`src/rtl/rv_pkg.sv`:
```
// Shared RV32I definitions for the decode-side pipeline blocks.
//   - Major opcode constants (instr[6:0]).
//   - Default datapath width.
package rv_pkg;

  localparam int XLEN_DEF = 32;

  localparam logic [6:0] OPC_LOAD   = 7'b0000011;
  localparam logic [6:0] OPC_STORE  = 7'b0100011;
  localparam logic [6:0] OPC_BRANCH = 7'b1100011;
  localparam logic [6:0] OPC_OP     = 7'b0110011;
  localparam logic [6:0] OPC_OPIMM  = 7'b0010011;
  localparam logic [6:0] OPC_LUI    = 7'b0110111;
  localparam logic [6:0] OPC_AUIPC  = 7'b0010111;
  localparam logic [6:0] OPC_JAL    = 7'b1101111;
  localparam logic [6:0] OPC_JALR   = 7'b1100111;

endpackage

```
`src/rtl/operand_use_dec.sv`:
```
// Operand-use decoder: tells which register fields of an instruction are real.
// Ports:
//   opcode_i    instr[6:0]
//   uses_rs1_o  instruction reads rs1 (everything except LUI/AUIPC/JAL)
//   uses_rs2_o  instruction reads rs2 (BRANCH/STORE/OP)
//   has_rd_o    instruction writes rd (everything except BRANCH/STORE)
module operand_use_dec
  import rv_pkg::*;
(
  input  logic [6:0] opcode_i,
  output logic       uses_rs1_o,
  output logic       uses_rs2_o,
  output logic       has_rd_o
);

  always_comb begin
    uses_rs1_o = !((opcode_i == OPC_LUI) || (opcode_i == OPC_AUIPC) ||
                   (opcode_i == OPC_JAL));
    uses_rs2_o = (opcode_i == OPC_BRANCH) || (opcode_i == OPC_STORE) ||
                 (opcode_i == OPC_OP);
    has_rd_o   = !((opcode_i == OPC_BRANCH) || (opcode_i == OPC_STORE));
  end

endmodule

```
`src/rtl/operand_fetch_stage.sv`:
```
// Decode-side operand fetch with writeback bypass, load-use hazard bubbles
// and the ID/EX pipeline register.
// Ports:
//   clk, rst_n                      clock, async active-low reset
//   id_valid/id_ready               upstream handshake; id_instr, id_pc payload
//   rf_a1/rf_a2, rf_rd1/rf_rd2      register-file read addresses / data
//   wb_we/wb_rd/wb_data             writeback port (for same-cycle bypass)
//   flush                           redirect: kill ID and EX contents
//   ex_valid/ex_ready               downstream handshake; ex_* registered payload
//   stall_cnt                       saturating count of load-use bubbles
//
// Handshake: an upstream instruction transfers on a cycle where
// id_valid && id_ready. The EX register advances whenever ex_ready is high;
// with ex_ready low every EX field is held. id_ready is low during a
// load-use hazard, a flush or a downstream stall.
module operand_fetch_stage #(
  parameter int XLEN  = rv_pkg::XLEN_DEF,
  parameter int CNT_W = 32
) (
  input  logic             clk,
  input  logic             rst_n,
  input  logic             id_valid,
  output logic             id_ready,
  input  logic [31:0]      id_instr,
  input  logic [XLEN-1:0]  id_pc,
  output logic [4:0]       rf_a1,
  output logic [4:0]       rf_a2,
  input  logic [XLEN-1:0]  rf_rd1,
  input  logic [XLEN-1:0]  rf_rd2,
  input  logic             wb_we,
  input  logic [4:0]       wb_rd,
  input  logic [XLEN-1:0]  wb_data,
  input  logic             flush,
  output logic             ex_valid,
  input  logic             ex_ready,
  output logic [31:0]      ex_instr,
  output logic [XLEN-1:0]  ex_pc,
  output logic [XLEN-1:0]  ex_rs1_val,
  output logic [XLEN-1:0]  ex_rs2_val,
  output logic [4:0]       ex_rd,
  output logic [CNT_W-1:0] stall_cnt
);
  import rv_pkg::*;

  logic [4:0]       rs1, rs2, rd;
  logic             uses_rs1, uses_rs2, has_rd;
  logic [XLEN-1:0]  op1, op2;
  logic             hazard;
  logic [CNT_W-1:0] stall_cnt_d;

  logic             ex_valid_q;
  logic [31:0]      ex_instr_q;
  logic [XLEN-1:0]  ex_pc_q, ex_rs1_q, ex_rs2_q;
  logic [4:0]       ex_rd_q;
  logic [CNT_W-1:0] stall_cnt_q;

  assign rs1   = id_instr[19:15];
  assign rs2   = id_instr[24:20];
  assign rd    = id_instr[11:7];
  assign rf_a1 = rs1;
  assign rf_a2 = rs2;

  operand_use_dec u_dec (
    .opcode_i   (id_instr[6:0]),
    .uses_rs1_o (uses_rs1),
    .uses_rs2_o (uses_rs2),
    .has_rd_o   (has_rd)
  );

  // x0 is forced to zero regardless of what the register file returns;
  // the nonzero test therefore also covers the wb_rd!=0 bypass condition.
  always_comb begin
    if (rs1 == 5'd0)                    op1 = '0;
    else if (wb_we && (wb_rd == rs1))   op1 = wb_data;
    else                                op1 = rf_rd1;
    if (rs2 == 5'd0)                    op2 = '0;
    else if (wb_we && (wb_rd == rs2))   op2 = wb_data;
    else                                op2 = rf_rd2;
  end

  // ex_rd_q is already 0 for instructions without rd, so a live load in EX
  // with ex_rd_q!=0 is a genuine producer.
  assign hazard = id_valid && ex_valid_q && (ex_instr_q[6:0] == OPC_LOAD) &&
                  (ex_rd_q != 5'd0) &&
                  ((uses_rs1 && (rs1 == ex_rd_q)) ||
                   (uses_rs2 && (rs2 == ex_rd_q)));

  assign id_ready = ex_ready && !hazard && !flush;

  assign stall_cnt_d = (stall_cnt_q == '1) ? stall_cnt_q : stall_cnt_q + 1'b1;

  always_ff @(posedge clk or negedge rst_n) begin
    if (!rst_n) begin
      ex_valid_q  <= 1'b0;
      ex_instr_q  <= '0;
      ex_pc_q     <= '0;
      ex_rs1_q    <= '0;
      ex_rs2_q    <= '0;
      ex_rd_q     <= '0;
      stall_cnt_q <= '0;
    end else if (flush) begin
      ex_valid_q <= 1'b0;
    end else if (!ex_ready) begin
      // hold everything
    end else if (hazard) begin
      ex_valid_q  <= 1'b0;
      stall_cnt_q <= stall_cnt_d;
    end else if (id_valid) begin
      ex_valid_q <= 1'b1;
      ex_instr_q <= id_instr;
      ex_pc_q    <= id_pc;
      ex_rs1_q   <= op1;
      ex_rs2_q   <= op2;
      ex_rd_q    <= has_rd ? rd : 5'd0;
    end else begin
      ex_valid_q <= 1'b0;
    end
  end

  assign ex_valid   = ex_valid_q;
  assign ex_instr   = ex_instr_q;
  assign ex_pc      = ex_pc_q;
  assign ex_rs1_val = ex_rs1_q;
  assign ex_rs2_val = ex_rs2_q;
  assign ex_rd      = ex_rd_q;
  assign stall_cnt  = stall_cnt_q;

endmodule

```
`config.mk`:
```
export PLATFORM = sky130hd
export DESIGN_NAME = operand_fetch_stage
export DESIGN_NICKNAME = d
export VERILOG_FILES = /design/src/rtl/rv_pkg.sv /design/src/rtl/operand_use_dec.sv /design/src/rtl/operand_fetch_stage.sv
export SDC_FILE = /design/constraint.sdc
export NUM_CORES = 1
export LEC_CHECK = 0
export BUFFER_PORTS_ARGS = -buffer_cell sky130_fd_sc_hd__buf_2
export CAP_MARGIN = 30
export CORE_UTILIZATION = 44
export DETAILED_ROUTE_END_ITERATION = 8
export PLACE_DENSITY = 0.87
export SETUP_SLACK_MARGIN = 0.4
export SYNTH_ARGS = -nofsm -noshare
export SYNTH_HDL_FRONTEND = slang
export SYNTH_SLANG_ARGS = --single-unit
```
`constraint.sdc`:
```
create_clock -name clk -period 2.2 [get_ports clk]
set_clock_uncertainty 0.05 [all_clocks]
set_input_delay 0.11 -clock clk [delete_from_list [all_inputs] [get_ports clk]]
set_output_delay 0.11 -clock clk [all_outputs]
set_load 0.05 [all_outputs]
```
### Word-level counts from Yosys, hierarchy flattened

Index checks and enable logic that the tools add are counted.

* input bits: 171
* bits in latches: 0
* RAM bits: 0
* memories: 0
* word-level logic and storage cells: 56
* bits in registers: 166
* memory bits (read-only): 0

* multipliers: 0
* reduce and logical (&&, ||, !) cells: 24
* divide/modulo/power cells: 0
* add/sub/neg operators: 1
* bitwise gates (word level): 3
* magnitude comparators: 0
* muxes and demuxes: 9
* equality and inequality tests: 12
* shifts and indexed selects: 0

Operators with widths (number)
* 32-bit 2-to-1 mux: 4
* 32-bit by 1-bit adder with 32-bit output, second input constant: 1
* 32-bit == test, second input constant: 1
* 7-bit by 6-bit == test with 1-bit output, second input constant: 3
* 5-bit == test: 4
* 7-bit == test, second input constant: 2
* 1-bit logical AND: 10
* 5-bit zero test: 2
* 4-bit AND reduction: 2
* 7-bit by 2-bit == test with 1-bit output, second input constant: 1
* 7-bit by 5-bit == test with 1-bit output, second input constant: 1
* 1-bit logical OR: 5
* 5-bit 2-to-1 mux: 1
* 5-bit nonzero test: 1
* 1-bit 2-to-1 mux: 4
* 1-bit zero test: 3
* 1-bit NOT: 3
* 2-bit nonzero test: 1

### Logic depth before layout (Yosys ltp)

Gate-level depths: netlist (run 1).

* depth in word-level cells: 10
* depth in mapped cells: 8

### Hierarchy

A second synthesis (run 1) with hierarchy kept.

* cell total of the unflattened synthesis: 653
* area, all modules: 7691.1 um2

By module, submodules not included
* operand_fetch_stage: cells an instance 646, seq. area each 4154.0 um2, times used 1, area an instance 7634.8 um2
* operand_use_dec: cells an instance 7, seq. area each 0.0 um2, times used 1, area an instance 56.3 um2

### Worst setup path after synthesis (run 1)

OpenSTA, ideal clock, no wires.

* kind: flip-flop to output port
* start point: register ex_rd_q[1] (netlist: ex_rd[1])
* end point: output port id_ready
* cell stages (with the launch flop): 9
* required time: 2040 ps
* arrival time: 3154 ps
* setup slack: -1114 ps
* path through: dfrtp_1 or4_1 o211ai_2 nor3_1 nor2_1 buf_4 buf_6 nor2_1 nor3b_1

* cells in the longest elaborated chain, start to end: 7

RTL lines
* from (decl): RTL line operand_fetch_stage.sv:54 `logic [4:0] ex_rd_q;`
* from (signal assigned): RTL line operand_fetch_stage.sv:114 `ex_rd_q <= has_rd ? rd : 5'd0;`
* 5-bit == test (on tied branches): RTL line operand_fetch_stage.sv:85, operand_fetch_stage.sv:86
* 1-bit logical AND (on tied branches): RTL line operand_fetch_stage.sv:85, operand_fetch_stage.sv:86
* 1-bit logical OR: RTL line operand_fetch_stage.sv:85 `((uses_rs1 && (rs1 == ex_rd_q)) ||`
* 1-bit logical AND (*): RTL line operand_fetch_stage.sv:84 `(ex_rd_q != 5'd0) &&`
* 1-bit zero test (*): RTL line operand_fetch_stage.sv:88 `assign id_ready = ex_ready && !hazard && !flush;`
* 1-bit logical AND (*) (2 in series): RTL line operand_fetch_stage.sv:88
* to (decl): RTL line operand_fetch_stage.sv:23 `output logic id_ready,`

Mark *: on every way between the ends. The rest lies on a longest branch, timed or not.

### Worst setup path in the final report (run 1)

* start point: register ex_rd_q[1] (netlist: ex_rd[1])
* end point: register ex_instr_q[27] (netlist: ex_instr[27])

* cells in the longest elaborated chain, start to end: 6

RTL lines
* 5-bit == test (on tied branches): RTL line operand_fetch_stage.sv:85, operand_fetch_stage.sv:86
* 1-bit logical AND (on tied branches): RTL line operand_fetch_stage.sv:85, operand_fetch_stage.sv:86
* 1-bit logical OR: RTL line operand_fetch_stage.sv:85
* 1-bit logical AND (*): RTL line operand_fetch_stage.sv:84
* 1-bit NOT (no source line) (*)
* 4-bit AND reduction (no source line) (*)
* to (signal assigned): RTL line operand_fetch_stage.sv:110 `ex_instr_q <= id_instr;`
* to (decl): RTL line operand_fetch_stage.sv:52 `logic [31:0] ex_instr_q;`

Marks and branches as above.
A chain may end at the register's enable or synchronous reset.

==> flow_summary_export.csv, run 1 <==
group,metric,value,unit
timing,hold_viol_final,0,
clocking,clk_pin_slew,0.07,ns
layout,post-route-util,75.0,%
timing,fin_tns_setup,-46.25,ns
clocking,clk_latency,0.43,ns
worst_setup_path,r2r-end,"ex_instr[27]",
layout,syn2layout_area_growth,66.3,%
timing,rsz0062_at_grt,"true",
timing,worst_slew_pin_slew,0.495,ns
global_route,antenna_found_initial,1,
worst_setup_path,rrSetupSlack,-0.37,ns
clocking,cts_made_buffers,17,
worst_setup_path,worst_ep_required_time,2.46,ns
power_and_ir_drop,power.density,820,nW/µm²
synthesis,synth_top_cell_area_share,51.1,%
routing,wl_per_cell,22.4,µm
placement,place_congestion,0.830,
synthesis,synthTopCellsByArea,"dfrtp_1, mux2_1, mux2i_1",
floorplan,die_h,138,µm
synthesis,synth.avg_cell_area,12.3,µm²
worst_setup_path,startpoint,"ex_rd[1]",
timing,whs,0.0113,ns
synthesis,synth_common_cells,"dfrtp_1, mux2_1, nor2_1",
worst_setup_path,arrival,2.83,ns
synthesis,syn-num-nets,835,
timing,max_freq,389,MHz
clocking,cts_tree,"yes",
synthesis,synthFlopType,"dfrtp_1",
global_route,overflow,0,
routing,ant_nets,0,
floorplan,initial_core_util,45.1,%
timing,period_minus_slack,2.57,ns
layout,drive_gt1_share,60.5,%
timing,period_share,117,%
power_and_ir_drop,leakagePower,6.48,nW
global_route,use_met3,6.94,%
clocking,cts_buffer_depth,2,
synthesis,synth_enable_flop_cells,0,
worst_setup_path,crit_type,"reg -> reg",
global_route,grt_pass1_wl,45000,µm
floorplan,row_count,49,
global_route,grt.total_usage,31.8,%
worst_setup_path,endpoint,"ex_instr[27]",
run_status,violations,"setup timing",
routing,num_vias,7751,
floorplan,coreArea,18000,µm²
clocking,h-tree-depth,4,
synthesis,yosys_register_bits,166,
worst_setup_path,critPathLaunchType,"register",
worst_setup_path,critPathCaptureType,"register",
power_and_ir_drop,vdd_drop_max,0.000668,V
routing,drt_iter0_drc,545,
synthesis,yosysSeqAreaShare,51.1,%
global_route,use_met1,35.3,%
run_status,status,"complete, but fails checks",
layout,layout.nets,1316,
worst_hold_path,hp-class,"in -> reg",
placement,io_buffers,347,
layout,nFillCells,1082,
synthesis,ys_warn_count,0,
synthesis,synthesis.area,8130,µm²
timing,setup_viol,165,
placement,hpwl,18300,µm
power_and_ir_drop,total_power,0.0111,W
global_route,busiest_layer,"met2",
routing,first_pass_iters,7,
global_route,grt_max_degree,55,
synthesis,synth_area_leader_cell,"dfrtp_1",
floorplan,ios,348,
global_route,grt_use_met2,55.1,%
synthesis,synth.distinct_cells,37,
placement,dpl_worst_slack,-0.397,ns
routing,viasPerCell,5.59,
synthesis,yosysMostFrequentCell,"dfrtp_1",
routing,wl,31100,µm
clocking,cts_root_buf,"clkbuf_16",
floorplan,dieArea,19000,µm²
worst_setup_path,r2r_cells,9,
timing,worst_slack,-0.369,ns
timing,max_slew_margin,67.0,%
routing,drc,0,
worst_setup_path,crit_fanout,9,
synthesis,postSynthCellCount,663,
floorplan,die_w,138,µm
global_route,grt_pass1_vias,8345,
job,drv_cap,0,
worst_setup_path,r2r_start,"ex_rd[1]",
synthesis,postSynth.asyncResetShare,100,%
clocking,clkSinkCount,166,
timing,final_max_slew_viol_count,0,
==> layer usage <==
metal / wire [µm] / share of wire [%] / vias up
li1: - / - / 3304
met2: 15900 / 51 / 500
met4: 1820 / 5.9 / 0
met1: 11100 / 36 / 3791
met5: 0 / 0 / -
met3: 2190 / 7.1 / 156
==> layout by cell type (no fill, tap or decap), drive strengths merged <==
master,Yosys,routed
buf,38,444
dfrtp,166,166
mux2,129,129
nor2,73,73
mux2i,64,64
dlygate4sd3,0,60
xor2,37,37
clkbuf,10,28
nand3,21,21
nor3,17,17
nor4,16,16
nand2,14,14
xnor2,14,14
nand4,13,13
or4,8,8
inv,6,7
and3,6,6
o21ai,6,6
and4,5,5
clkinv,0,4
nor4b,3,3
bufinv,0,3
nor3b,3,3
nand3b,2,2
clkinvlp,0,2
nor4bb,2,2
or3,2,2
diode,0,1
o211ai,1,1
nand4b,1,1
or3b,1,1
a21oi,1,1
and2,1,1
nor2b,1,1
or2,1,1
ha,1,1
==> sequential cells by signal (all words and copies together), names as in the netlist <==
signal	flops
ex_valid	1
ex_rd	5
ex_rs2_val	32
ex_instr	32
ex_rs1_val	32
ex_pc	32
stall_cnt	32
==> stage by stage <==
stage / instance area (µm²) / std cells
floorplan: 8890 / 663
global route: 13500 / 1387
global placement: 11200 / 1260
CTS: 13100 / 1370
finish: 13500 / 1387
detailed placement: 11200 / 1260
==> logic make-up (layout without fill, tap and decap cells) <==
kind of cell               count (synthesis)  in the layout  synth area share (%)
buffers and inverters                     54            548                  4.28
muxes                                    193            193                  25.7
other                                      0              1                     0
adders and majority gates                  1              1                 0.154
DFF                                      166            166                  51.1
AOI/OAI and AO/OA                          8              8                 0.585
and+or+nand+nor                          190            190                  12.7
xor gates and xnor gates                  51             51                  5.49
==> worst min-delay path by stage <==
stage	start	end	slack, ns	cells past startpoint
final	rf_rd2[8]	ex_rs2_val[8]	0.01	4
after detailed placement	rst_n	ex_rs1_val[1]	0.04	1
after global routing	id_instr[2]	ex_instr[2]	0.01	3
after CTS	id_instr[21]	ex_instr[21]	0.001	2
after floorplan	rst_n	ex_instr[0]	-0.24	0
after global placement	rst_n	ex_rs1_val[1]	0.04	1
==> where the power goes <==
group          internal (W)  switching, W  leakage, nW
combinational       0.00141       0.00262         4.18
sequential          0.00354      0.000340         2.00
clock               0.00192       0.00127        0.303
==> area by class of cell <==
| cell class | instances | area (µm²) | share of cell area [%] |
|---|---|---|---|
| multi-input cells | 443 | 4640 | 34.3 |
| clock inverters | 10 | 145 | 1.07 |
| inverters | 6 | 22.5 | 0.167 |
| repair buffers | 510 | 3750 | 27.7 |
| clock buffers | 22 | 484 | 3.58 |
| flip-flops and latches | 166 | 4190 | 31.0 |
| diodes | 1 | 2.50 | 0.0185 |
| well taps | 229 | 287 | 2.12 |
==> worst max-delay path, stage by stage (launching register included) <==
cell	delay, ns
dfrtp_2	0.40
or4_4	0.55
o211ai_4	0.21
buf_6	0.14
nor3_4	0.05
nor3_4	0.24
buf_12	0.16
buf_12	0.16
buf_12	0.16
mux2_4	0.31
==> what timing repair did <==
item,in CTS,in global routing
pin swaps,25,49
setup buffers,12,10
endpoints found under the hold margin,111,0
resized for setup,78,45
gates cloned,6,6
hold buffers,60,0
setup endpoints to repair,167,167
Power figures use the tool's default switching activity.
==> inputs of run 2 (changes only) <==
SKIP_CTS_REPAIR_TIMING = 1   (was default)
==> run 2 against run 1 <==
The run ends with hold timing, setup timing left. Worst setup slack worse by 0.028 ns. Final cell count fell by 1.2%. Clock power barely moved. Combinational power decreased by 1%. Register-to-register slack worse by 0.03 ns. Flip-flop and latch count unchanged. Maximum frequency is 1.1% lower. Sequential share of layout area is 1.5 points higher. Utilization down 3.5 points.
==> flow_summary_export.csv, run 2 (synthesis gave the netlist of run 1 again) <==
group,metric,value,unit
run_status,status,"complete, but fails checks",
run_status,violations,"hold timing, setup timing",
timing,max_slew_margin,66.9,%
worst_setup_path,cp.buffers_inverters,4,
layout,drive_gt1_share,58.4,%
timing,period_share,118,%
floorplan,die_h,138,µm
clocking,clk_pin_slew,0.07,ns
worst_setup_path,crit_type,"reg -> reg",
worst_setup_path,cpMostUsedCell,"buf_12",
clocking,cts_root_buf,"clkbuf_16",
timing,worst_slack,-0.397,ns
routing,drt_iter0_drc,467,
clocking,cts_buffer_depth,2,
floorplan,ios,348,
placement,place_congestion,0.830,
worst_setup_path,critPathLaunchType,"register",
routing,drc,0,
layout,syn2layout_area_growth,58.5,%
routing,viasPerCell,5.47,
clocking,clk_latency,0.43,ns
layout,seq_area,4190,µm²
layout,layout.nets,1299,
clocking,cts_tree,"yes",
layout,layoutNonFillerInstCount,1370,
global_route,grt_pass1_wl,37200,µm
floorplan,die_w,138,µm
layout,layout_commonest_cell,"buf_2",
worst_setup_path,crit_path_max_incr_delay,0.55,ns
floorplan,dieArea,19000,µm²
timing,final_max_slew_viol_count,0,
global_route,grt_max_degree,55,
floorplan,row_count,49,
clocking,h-tree-depth,4,
timing,setup_viol,165,
floorplan,coreArea,18000,µm²
timing,worst_slew_pin_slew,0.496,ns
worst_setup_path,crit_chain,"or4_4 > o211ai_4 > nor4_2 > buf_4 > nor3_4 > buf_12 > buf_12 > buf_8 > mux2_4",
worst_setup_path,arrival,2.85,ns
worst_hold_path,hp-class,"in -> reg",
worst_setup_path,critPathCaptureType,"register",
layout,nFillCells,1186,
timing,period_minus_slack,2.60,ns
global_route,grt.total_usage,25.7,%
timing,max_freq,385,MHz
placement,io_buffers,347,
routing,first_pass_iters,5,
placement,hpwl,18300,µm
routing,wl,28800,µm
placement,placed_cells,1260,
clocking,cts_made_buffers,17,
global_route,antenna_found_initial,1,
routing,ant_nets,0,
clocking,clkSinkCount,166,
global_route,grt_pass1_vias,7185,
placement,dpl_worst_slack,-0.397,ns
routing,wl_per_cell,21.0,µm
worst_setup_path,worst_ep_required_time,2.45,ns
power_and_ir_drop,vdd_drop_max,0.000715,V
job,drv_cap,0,
power_and_ir_drop,power.density,855,nW/µm²
layout,multiInputGateArea,4340,µm²
global_route,overflow,0,
floorplan,initial_core_util,45.1,%
timing,whs,-0.00977,ns
timing,rsz0062_at_grt,"true",
worst_setup_path,slowest_stage,"or4_4",
layout,most-common-layout-cells,"buf_2, dfrtp_1, mux2_4, nor2_1, mux2i_1",
worst_setup_path,cp_top_family,"simple AND/OR/NAND/NOR gates",
worst_setup_path,crit_fanout,6,
timing,hold_viol_final,1,
routing,num_vias,7492,
power_and_ir_drop,leakagePower,6.30,nW
==> run 2: layout make-up <==
class	count	area share, %
flip-flops and latches	166	32.5
well taps	229	2.22
multi-input cells	443	33.7
clock buffers	22	3.76
diodes	1	0.0194
inverters	6	0.175
clock inverters	10	1.13
repair buffers	493	26.5
==> run 2: metal layers <==
layer | routed length, µm | share of wire, % | track usage, %
met1 | 10700 | 37 | 29.8
met5 | 0 | 0 | 0
met3 | 1870 | 6.5 | 5.59
met4 | 1590 | 5.5 | 15.7
met2 | 14600 | 51 | 43.4
==> run 2: per-stage QoR <==
| step | hold WS [ns] | util [%] | total power (W) | setup TNS, ns | area, µm² |
|---|---|---|---|---|---|
| after floorplan | -0.236 | - | 0.00657 | -44.33 | 8890 |
| after global placement | 0.0380 | 62.1 | 0.00756 | -34.77 | 11200 |
| after detailed placement | 0.0411 | 62.1 | 0.00765 | -42.87 | 11200 |
| after CTS | -0.413 | 65.6 | 0.0108 | -45.60 | 11800 |
| after global routing | -0.0153 | 71.5 | 0.0114 | -60.84 | 12900 |
| final | -0.00977 | 71.5 | 0.0110 | -52.28 | 12900 |
==> run 2: final timing paths <==
check,start,endpoint,slack [ns],depth (start not counted)
min in group asynchronous,rst_n,ex_rs2_val[7],0.15,2
setup reg to reg,ex_rd[2],ex_rs2_val[5],-0.40,9
max in group asynchronous,rst_n,stall_cnt[14],1.23,3
setup / recovery,ex_rd[2],ex_rs2_val[5],-0.40,9
hold reg to reg,stall_cnt[9],stall_cnt[9],0.43,1
hold / removal,id_instr[19],ex_instr[19],-0.01,2
==> run 2: where the power goes <==
group          switching [W]  total (W)  internal (W)
Clock                0.00125    0.00317       0.00192
Combinational        0.00259    0.00398       0.00138
Sequential          0.000340    0.00388       0.00354
Total                0.00419     0.0110       0.00684
